<file path="src/rtl/adder_serial_pkg.sv">
// Shared types and helpers for the digit-serial adder.
// Digit count N = WIDTH / DIGIT_W sets the number of RUN cycles per operation.
package adder_serial_pkg;

  typedef enum logic [1:0] {
    IDLE = 2'd0,
    RUN  = 2'd1,
    DONE = 2'd2
  } state_t;

  function automatic int num_digits(input int width, input int digit_w);
    return width / digit_w;
  endfunction

endpackage

</file>
<file path="src/rtl/digit_adder.sv">
// Combinational DIGIT_W-bit ripple-carry adder; zero latency, no flow control.
// Also exposes the carry into the digit MSB so the top can derive overflow.
module digit_adder #(
  parameter int DIGIT_W = 2
) (
  input  logic [DIGIT_W-1:0] a,
  input  logic [DIGIT_W-1:0] b,
  input  logic               ci,
  output logic [DIGIT_W-1:0] s,
  output logic               co,
  output logic               c_msb
);

  logic [DIGIT_W:0] w_c;

  always_comb begin
    w_c    = '0;
    w_c[0] = ci;
    for (int i = 0; i < DIGIT_W; i++) begin
      w_c[i+1] = (a[i] & b[i]) | (a[i] & w_c[i]) | (b[i] & w_c[i]);
    end
  end

  assign s     = a ^ b ^ w_c[DIGIT_W-1:0];
  assign co    = w_c[DIGIT_W];
  assign c_msb = w_c[DIGIT_W-1];

endmodule

</file>
<file path="src/rtl/adder_serial_n.sv">
// Digit-serial add/sub with accumulator; result valid N = WIDTH/DIGIT_W cycles after accept.
// Accepts only in IDLE; the result is held in DONE until in_ready, so one op is in flight at a time.
module adder_serial_n
  import adder_serial_pkg::*;
#(
  parameter int WIDTH   = 8,
  parameter int DIGIT_W = 2
) (
  input  logic             in_clk,
  input  logic             in_rst_n,
  input  logic             in_valid,
  output logic             out_ready,
  input  logic [WIDTH-1:0] in_a,
  input  logic [WIDTH-1:0] in_b,
  input  logic             in_sub,
  input  logic             in_acc,
  input  logic             in_clr,
  output logic             out_valid,
  input  logic             in_ready,
  output logic [WIDTH-1:0] out_s,
  output logic             out_co,
  output logic             out_ovf
);

  localparam int            N    = num_digits(WIDTH, DIGIT_W);
  localparam int            CW   = (N > 1) ? $clog2(N) : 1;
  localparam logic [CW-1:0] LAST = CW'(N - 1);

  state_t         r_state;
  logic [WIDTH-1:0] r_a;
  logic [WIDTH-1:0] r_b;
  logic [WIDTH-1:0] r_sh;
  logic [WIDTH-1:0] r_s;
  logic [WIDTH-1:0] r_acc;
  logic           r_c;
  logic           r_co;
  logic           r_ovf;
  logic [CW-1:0]  r_cnt;

  logic [DIGIT_W-1:0] w_s;
  logic               w_co;
  logic               w_cm;
  logic [WIDTH-1:0]   w_sh_next;

  digit_adder #(
    .DIGIT_W(DIGIT_W)
  ) u_digit (
    .a    (r_a[DIGIT_W-1:0]),
    .b    (r_b[DIGIT_W-1:0]),
    .ci   (r_c),
    .s    (w_s),
    .co   (w_co),
    .c_msb(w_cm)
  );

  // New digit enters at the top so the LSB digit ends up at bit 0 after N shifts.
  generate
    if (N == 1) begin : g_one
      assign w_sh_next = w_s;
    end else begin : g_multi
      assign w_sh_next = {w_s, r_sh[WIDTH-1:DIGIT_W]};
    end
  endgenerate

  always_ff @(posedge in_clk) begin
    if (!in_rst_n) begin
      r_state <= IDLE;
      r_a     <= '0;
      r_b     <= '0;
      r_sh    <= '0;
      r_s     <= '0;
      r_acc   <= '0;
      r_c     <= 1'b0;
      r_co    <= 1'b0;
      r_ovf   <= 1'b0;
      r_cnt   <= '0;
    end else begin
      case (r_state)
        IDLE: begin
          if (in_clr) r_acc <= '0;
          if (in_valid) begin
            r_a     <= in_acc ? (in_clr ? '0 : r_acc) : in_a;
            r_b     <= in_sub ? ~in_b : in_b;
            r_c     <= in_sub;
            r_cnt   <= '0;
            r_state <= RUN;
          end
        end
        RUN: begin
          r_a   <= r_a >> DIGIT_W;
          r_b   <= r_b >> DIGIT_W;
          r_c   <= w_co;
          r_sh  <= w_sh_next;
          r_cnt <= r_cnt + 1'b1;
          if (r_cnt == LAST) begin
            r_s     <= w_sh_next;
            r_co    <= w_co;
            r_ovf   <= w_cm ^ w_co;
            r_state <= DONE;
          end
        end
        DONE: begin
          if (in_ready) begin
            r_acc   <= r_s;
            r_state <= IDLE;
          end
        end
        default: r_state <= IDLE;
      endcase
    end
  end

  assign out_ready = (r_state == IDLE);
  assign out_valid = (r_state == DONE);
  assign out_s     = r_s;
  assign out_co    = r_co;
  assign out_ovf   = r_ovf;

endmodule
</file>
<file path="config.mk">
export PLATFORM = sky130hd
export DESIGN_NAME = adder_serial_n
export DESIGN_NICKNAME = d
export VERILOG_FILES = /design/src/rtl/adder_serial_pkg.sv /design/src/rtl/digit_adder.sv /design/src/rtl/adder_serial_n.sv
export SDC_FILE = /design/constraint.sdc
export NUM_CORES = 1
export LEC_CHECK = 0
export CAP_MARGIN = 20
export CORE_MARGIN = 1
export CORE_UTILIZATION = 52
export CTS_CLUSTER_SIZE = 24
export DETAILED_ROUTE_END_ITERATION = 10
export HOLD_SLACK_MARGIN = 0.03
export PLACE_DENSITY = 0.8
export SYNTH_ARGS = -nofsm -noshare
export SYNTH_HDL_FRONTEND = slang
export SYNTH_HIERARCHICAL = 1
export SYNTH_SLANG_ARGS = --single-unit
</file>
<file path="constraint.sdc">
create_clock -name in_clk -period 1.9 [get_ports in_clk]
set_clock_uncertainty 0.05 [all_clocks]
set_input_delay 0.38 -clock in_clk [delete_from_list [all_inputs] [get_ports in_clk]]
set_output_delay 0.38 -clock in_clk [all_outputs]
set_load 0.03 [all_outputs]
</file>
==> flow_summary_export.csv <==
group,metric,value,unit
clocking,clock_path_buffers,2,
pwr,p_clk_share,40.5,%
sta,hold_viol,0,
setup_path,cp_slowest_stage_delay,0.68,ns
grt,grt_max_degree,32,
detailed_routing,wl_per_cell,14.8,um
die,die_area,4540,um^2
pwr,p_int,1.66,mW
detailed_routing,firstDrtPassIters,4,
logic_synthesis,ys_seq_elements,45,
detailed_routing,drt-initial-drc-count,108,
logic_synthesis,syn_area_per_cell,9.42,um^2
grt,antenna_found_initial,0,
detailed_routing,vias,1778,
place,io_buffers,34,
setup_path,required,1.47,ns
place,gp_congestion,0.782,
setup_path,crit_family,"buffers and inverters",
pwr,p_sw_share,22.9,%
sta,finalMaxSlewViolations,0,
detailed_routing,drc,0,
logic_synthesis,synthCells,236,
logic_synthesis,yosysTopAreaCell,"dfxtp_1",
logic_synthesis,syn_nets,262,
setup_path,critPathMaxFanout,2,
cells_and_area,antenna_cells,0,
die,start_util,54.8,%
pwr,ir_drop,0.498,mV
sta,tightestPinTransition,0.588,ns
sta,setup_slack,0.0656,ns
cells_and_area,fin_util,67.7,%
pwr,p_per_area,784,nW/um^2
die,die_width,67.4,um
sta,holdWs,0.421,ns
pwr,p_comb_share,12.7,%
clocking,clock_tree.root_cell,"clkbuf_8",
detailed_routing,wirelength,4.74,mm
logic_synthesis,yosysWarnings,6,
place,pre_cts_ws,0.0547,ns
flow_run,maxCapViolations,0,
logic_synthesis,post_synth_num_cell_types,34,
grt,grt_pass1_vias,1746,
setup_path,end_kind,"primary output",
logic_synthesis,ys_top_cells_by_area,"dfxtp_1 (41%), nand2_1 (5.2%), a21boi_0 (5.1%)",
detailed_routing,ant_nets,0,
clocking,clk_latency,0.30,ns
sta,setup_viol,0,
clocking,clk_pin_slew,0.09,ns
min_path,hp-class,"reg -> reg",
grt,overflow,0,
die,die-height,67.4,um
cells_and_area,nFillCells,345,
pwr,power_switching,0.493,mW
clocking,cts_tree,"done",
sta,fmaxAchievable,545,MHz
setup_path,cp_cell_sequence,"nor2_1 -> clkdlybuf4s50_1",
sta,tns,0,ns
clocking,h-tree-depth,2,
clocking,cts_buffers,5,
die,design.core.area,4060,um^2
setup_path,cp.arrival,1.40,ns
detailed_routing,via_per_inst,5.54,
die,rows,23,
sta,finalCriticalPeriod,1.83,ns
die,ios,35,
grt,grt_usage,23.4,%
sta,rsz0062_at_grt,"false",
cells_and_area,area_growth,23.5,%
logic_synthesis,syn_area,2220,um^2
cells_and_area,nNetsFinal,296,
sta,slew_headroom,60.8,%
clocking,clock_sinks,45,
logic_synthesis,ys_seq_area_share,40.5,%
setup_path,crit_type,"reg -> out",
setup_path,cp-start-kind,"flop",
setup_path,critPathBufInv,1,
cells_and_area,drive_gt1_share,11.8,%
logic_synthesis,yosysTopAreaCellShare,40.5,%
setup_path,crit_slowest_cell,"clkdlybuf4s50_1",
pwr,leakagePower,1.07,nW
grt,grt_pass1_wl,7.85,mm
sta,period_share,96.5,%
outcome,status,"finished clean",
pwr,pwr-share-seq,46.9,%
clocking,postCtsSetupRepairBufs,0,
place,dp_hpwl,3.36,mm
[placed cells by master (no fill, tap or decap), drive strengths merged, types with 4 or more instances in the layout]
| cell type | instances |
|---|---|
| dfxtp | 45 |
| clkdlybuf4s50 | 33 |
| nand2 | 31 |
| a21boi | 15 |
| nor2b | 12 |
| buf | 12 |
| inv | 12 |
| nand3b | 11 |
| a221o | 11 |
| nand2b | 10 |
| nor2 | 8 |
| a21oi | 7 |
| xnor2 | 7 |
| o21a | 6 |
| nor3b | 5 |
| o211a | 5 |
| mux2i | 5 |
| o221a | 5 |
| clkbuf | 5 |
| nand3 | 4 |
[worst reg2reg max path, delay by kind of cell, from the launching register on]
family,cells,cell delay [ns]
compound gates,1,0.14
xor+xnor,1,0.12
fa+ha+maj,2,0.75
buf+inv,2,0.17
flops,1,0.36
simple gates,1,0.07
[final timing paths]
check	from	end	slack, ns	depth (start not counted)
setup / recovery	r_state[1]	out_ready	0.07	2
hold / removal	r_sh[3]	out_s[1]	0.42	2
setup reg to reg	r_b[0]	out_ovf	0.15	7
hold reg to reg	r_sh[3]	out_s[1]	0.42	2
[power groups by stage]
stage                     Combinational [mW]  Sequential, mW  Clock (mW)
after floorplan                        0.177            1.02           0
after global placement                 0.269            1.03           0
after detailed placement               0.272            1.03           0
after CTS                              0.274            1.01       0.889
after global routing                   0.300            1.01       0.929
final                                  0.273            1.01       0.871
[logic make-up after synthesis]
family	Yosys count	synth area share (%)
compound gates	59	22.2
fa+ha+maj	3	2.36
mux	5	2.25
xor+xnor	9	3.55
simple gates	86	22.1
buf+inv	29	6.98
flops	45	40.5
[sequential cells by signal, indices dropped and copies added (netlist names)]
signal / cells
r_state: 2
out_s: 8
r_c: 1
r_cnt: 2
r_sh: 6
r_b: 8
out_co: 1
r_acc: 8
r_a: 8
out_ovf: 1
[final cells by class]
type	instances	area, um^2	share of cell area [%]
timing repair buffer	45	433	15.8
inverter	11	41.3	1.50
clock buffer	5	68.8	2.51
sequential	45	901	32.8
multi-input combinational	162	1170	42.6
clock inverter	3	68.8	2.51
tap	50	62.6	2.28
[layer usage]
metal | vias up | routed length, um | track usage (%)
met5 | - | 0 | 0
met4 | 0 | 89 | 7.98
met3 | 10 | 195 | 7.43
met2 | 30 | 2200 | 37.4
met1 | 853 | 2250 | 29.5
li1 | 885 | - | -
[cells in the mapped netlist]
cell       count
a211o_1        3
a21boi_0      15
a21oi_1        7
a221o_1       11
a22oi_1        3
and2_1         1
and2_4         2
and3b_1        1
buf_2          4
buf_4          3
buf_6          4
clkbuf_1       7
dfxtp_1       45
fa_1           2
ha_1           1
inv_1         11
mux2i_1        5
nand2_1       31
nand2b_1      10
nand3_1        4
nand3b_1      11
nand4bb_4      1
nor2_1         8
nor2b_1       11
nor2b_4        1
nor3b_1        5
o211a_1        5
o211ai_1       1
o21a_1         6
o21ai_0        2
o21bai_4       1
o221a_2        5
xnor2_1        7
xor2_1         2
[repair_timing]
item                                    4_1_cts  5_1_grt
resized for setup                             0        2
endpoints found under the setup margin        0        1
hold buffers                                  0        0
[through the flow]
step                power [mW]  instance area [um^2]  cells
floorplan                 1.20                  2220    236
finish                    2.15                  2750    321
detailed placement        1.30                  2610    313
global placement          1.30                  2610    313
CTS                       2.17                  2740    321
global route              2.24                  2750    321
Note: power is estimated with default switching activity, not from simulation.
==> edit (same settings) <==
The 3 states of `state_t` get a one-hot encoding in 3 bits.
--- a/src/rtl/adder_serial_pkg.sv
+++ b/src/rtl/adder_serial_pkg.sv
@@ -4,6 +4,6 @@
 
-  typedef enum logic [1:0] {
-    IDLE = 2'd0,
-    RUN  = 2'd1,
-    DONE = 2'd2
+  typedef enum logic [2:0] {
+    IDLE = 3'b001,
+    RUN  = 3'b010,
+    DONE = 3'b100
   } state_t;
Formal check against the unedited RTL: no difference found for any inputs over 10 cycles, from zero or initial values and one cycle with in_rst_n low; not proved beyond that.
==> edit against the original RTL <==
Sequential cell count increased by 1. Combinational power increased by 42%. Synthesized cell count increased by 1.3%. Routed wire length decreased by 0.78%. Cell area decreased by 4.2%. Register-to-register slack about the same. Total power decreased by 6.0%. Synthesized area decreased by 3.2%. Critical path depth decreased by 1. First-iteration DRC count increased by 24%. Worst setup slack improved by 24 ps. Count of clock-buffer cells in the layout increased by 2. Critical path type unchanged. Largest power group unchanged. Highest routed layer unchanged.
==> edit: results (changes against the original RTL) <==
[finish]
drive_above_1_share_pct = 13.5  ; +1.6 points
multi_input_area_share_pct = 39.9  ; -2.7 points
n_clock_buffer = 7  ; +2
seq_share_pct = 35.0  ; +2.2 points
nNonClkInverters = 12  ; +1
nNetsFinal = 300  ; +1.4%
clk_share_pct = 3.47  ; -1.5 points
nonClkBufAreaFrac_pct = 17.5  ; +1.7 points

[placed_design]
hpwl_um = 3400  ; +1.2%
place_congestion = 0.794  ; +1.6%
preCtsSetupSlack_ps = 107  ; +52.3 ps

[yosys]
synth.top_cells.by_count = dfxtp_1 (46), nand2_1 (34), a21oi_1 (19)
synth_xor_area_share_pct = 3.66  ; +0.12 points
synthMuxAreaShare_pct = 0.930  ; -1.3 points
synth_area_leaders = dfxtp_1 (43%), nand2_1 (5.9%), a21oi_1 (4.4%)
synth_cell_types = 42  ; +24%
synth_seq_area_share_pct = 42.8  ; +2.3 points
synth_compound_area_share_pct = 19.4  ; -2.9 points

[route]
wl_met3_um = 194  ; -0.51%
routed_wl_um = 4700  ; -0.78%
dr_wl_met2_um = 2240  ; +1.6%
drt_iter0_drc = 134  ; +24%
num_vias = 1791  ; +0.73%

[power_and_ir_drop]
vdd_drop_max_mv = 0.546  ; +9.7%
comb_cell_power_mw = 0.387  ; +42%
leakage_nw = 0.959  ; -10%
power.share.clock_pct = 29.6  ; -11 points

[run_status]
outcome = finished clean

[worst_setup_path]
cp-startpoint = out_s[3]
path_max_fanout = 3  ; +1
critPathMaxStageDelay_ps = 700  ; +20 ps

[global_routing]
grt_pass1_wl_um = 7730  ; -1.5%
globalRouteMet3Util_pct = 4.83  ; -2.6 points
grtUsageTotal_pct = 23.4  ; about the same
grt_max_degree = 21  ; -34%

[sta]
fmax_mhz = 552  ; +1.3%

edit: cell types whose count changed after synthesis, sizes merged, moves of 9 or more:
cell | before | now
nand3b | 11 | 2
a21oi | 7 | 19
nand2b | 10 | 1
a221o | 11 | 0
a21boi | 15 | 0
nor3 | 0 | 10
edit: logic make-up (layout without fill, tap and decap cells):
family                   after synthesis  after routing
AO/OA/AOI/OAI                         56             56
XOR/XNOR                               9              9
adder cells (fa/ha/maj)                3              3
buffers and inverters                 33             69
flip-flops                            46             46
multiplexers                           2              2
AND/OR/NAND/NOR                       90             90
edit: path summary, 6_finish.rpt:
check,cells after the start,endpoint
hold / removal,2,out_s[1]
setup / recovery,1,out_s[3]
hold reg to reg,2,out_s[1]
setup reg to reg,6,out_ovf
edit: through the flow:
stage                     area, um2  instances
after floorplan                2150        239
after global placement         2540        317
after detailed placement       2540        317
after CTS                      2630        325
after global routing           2630        325
final                          2630        325
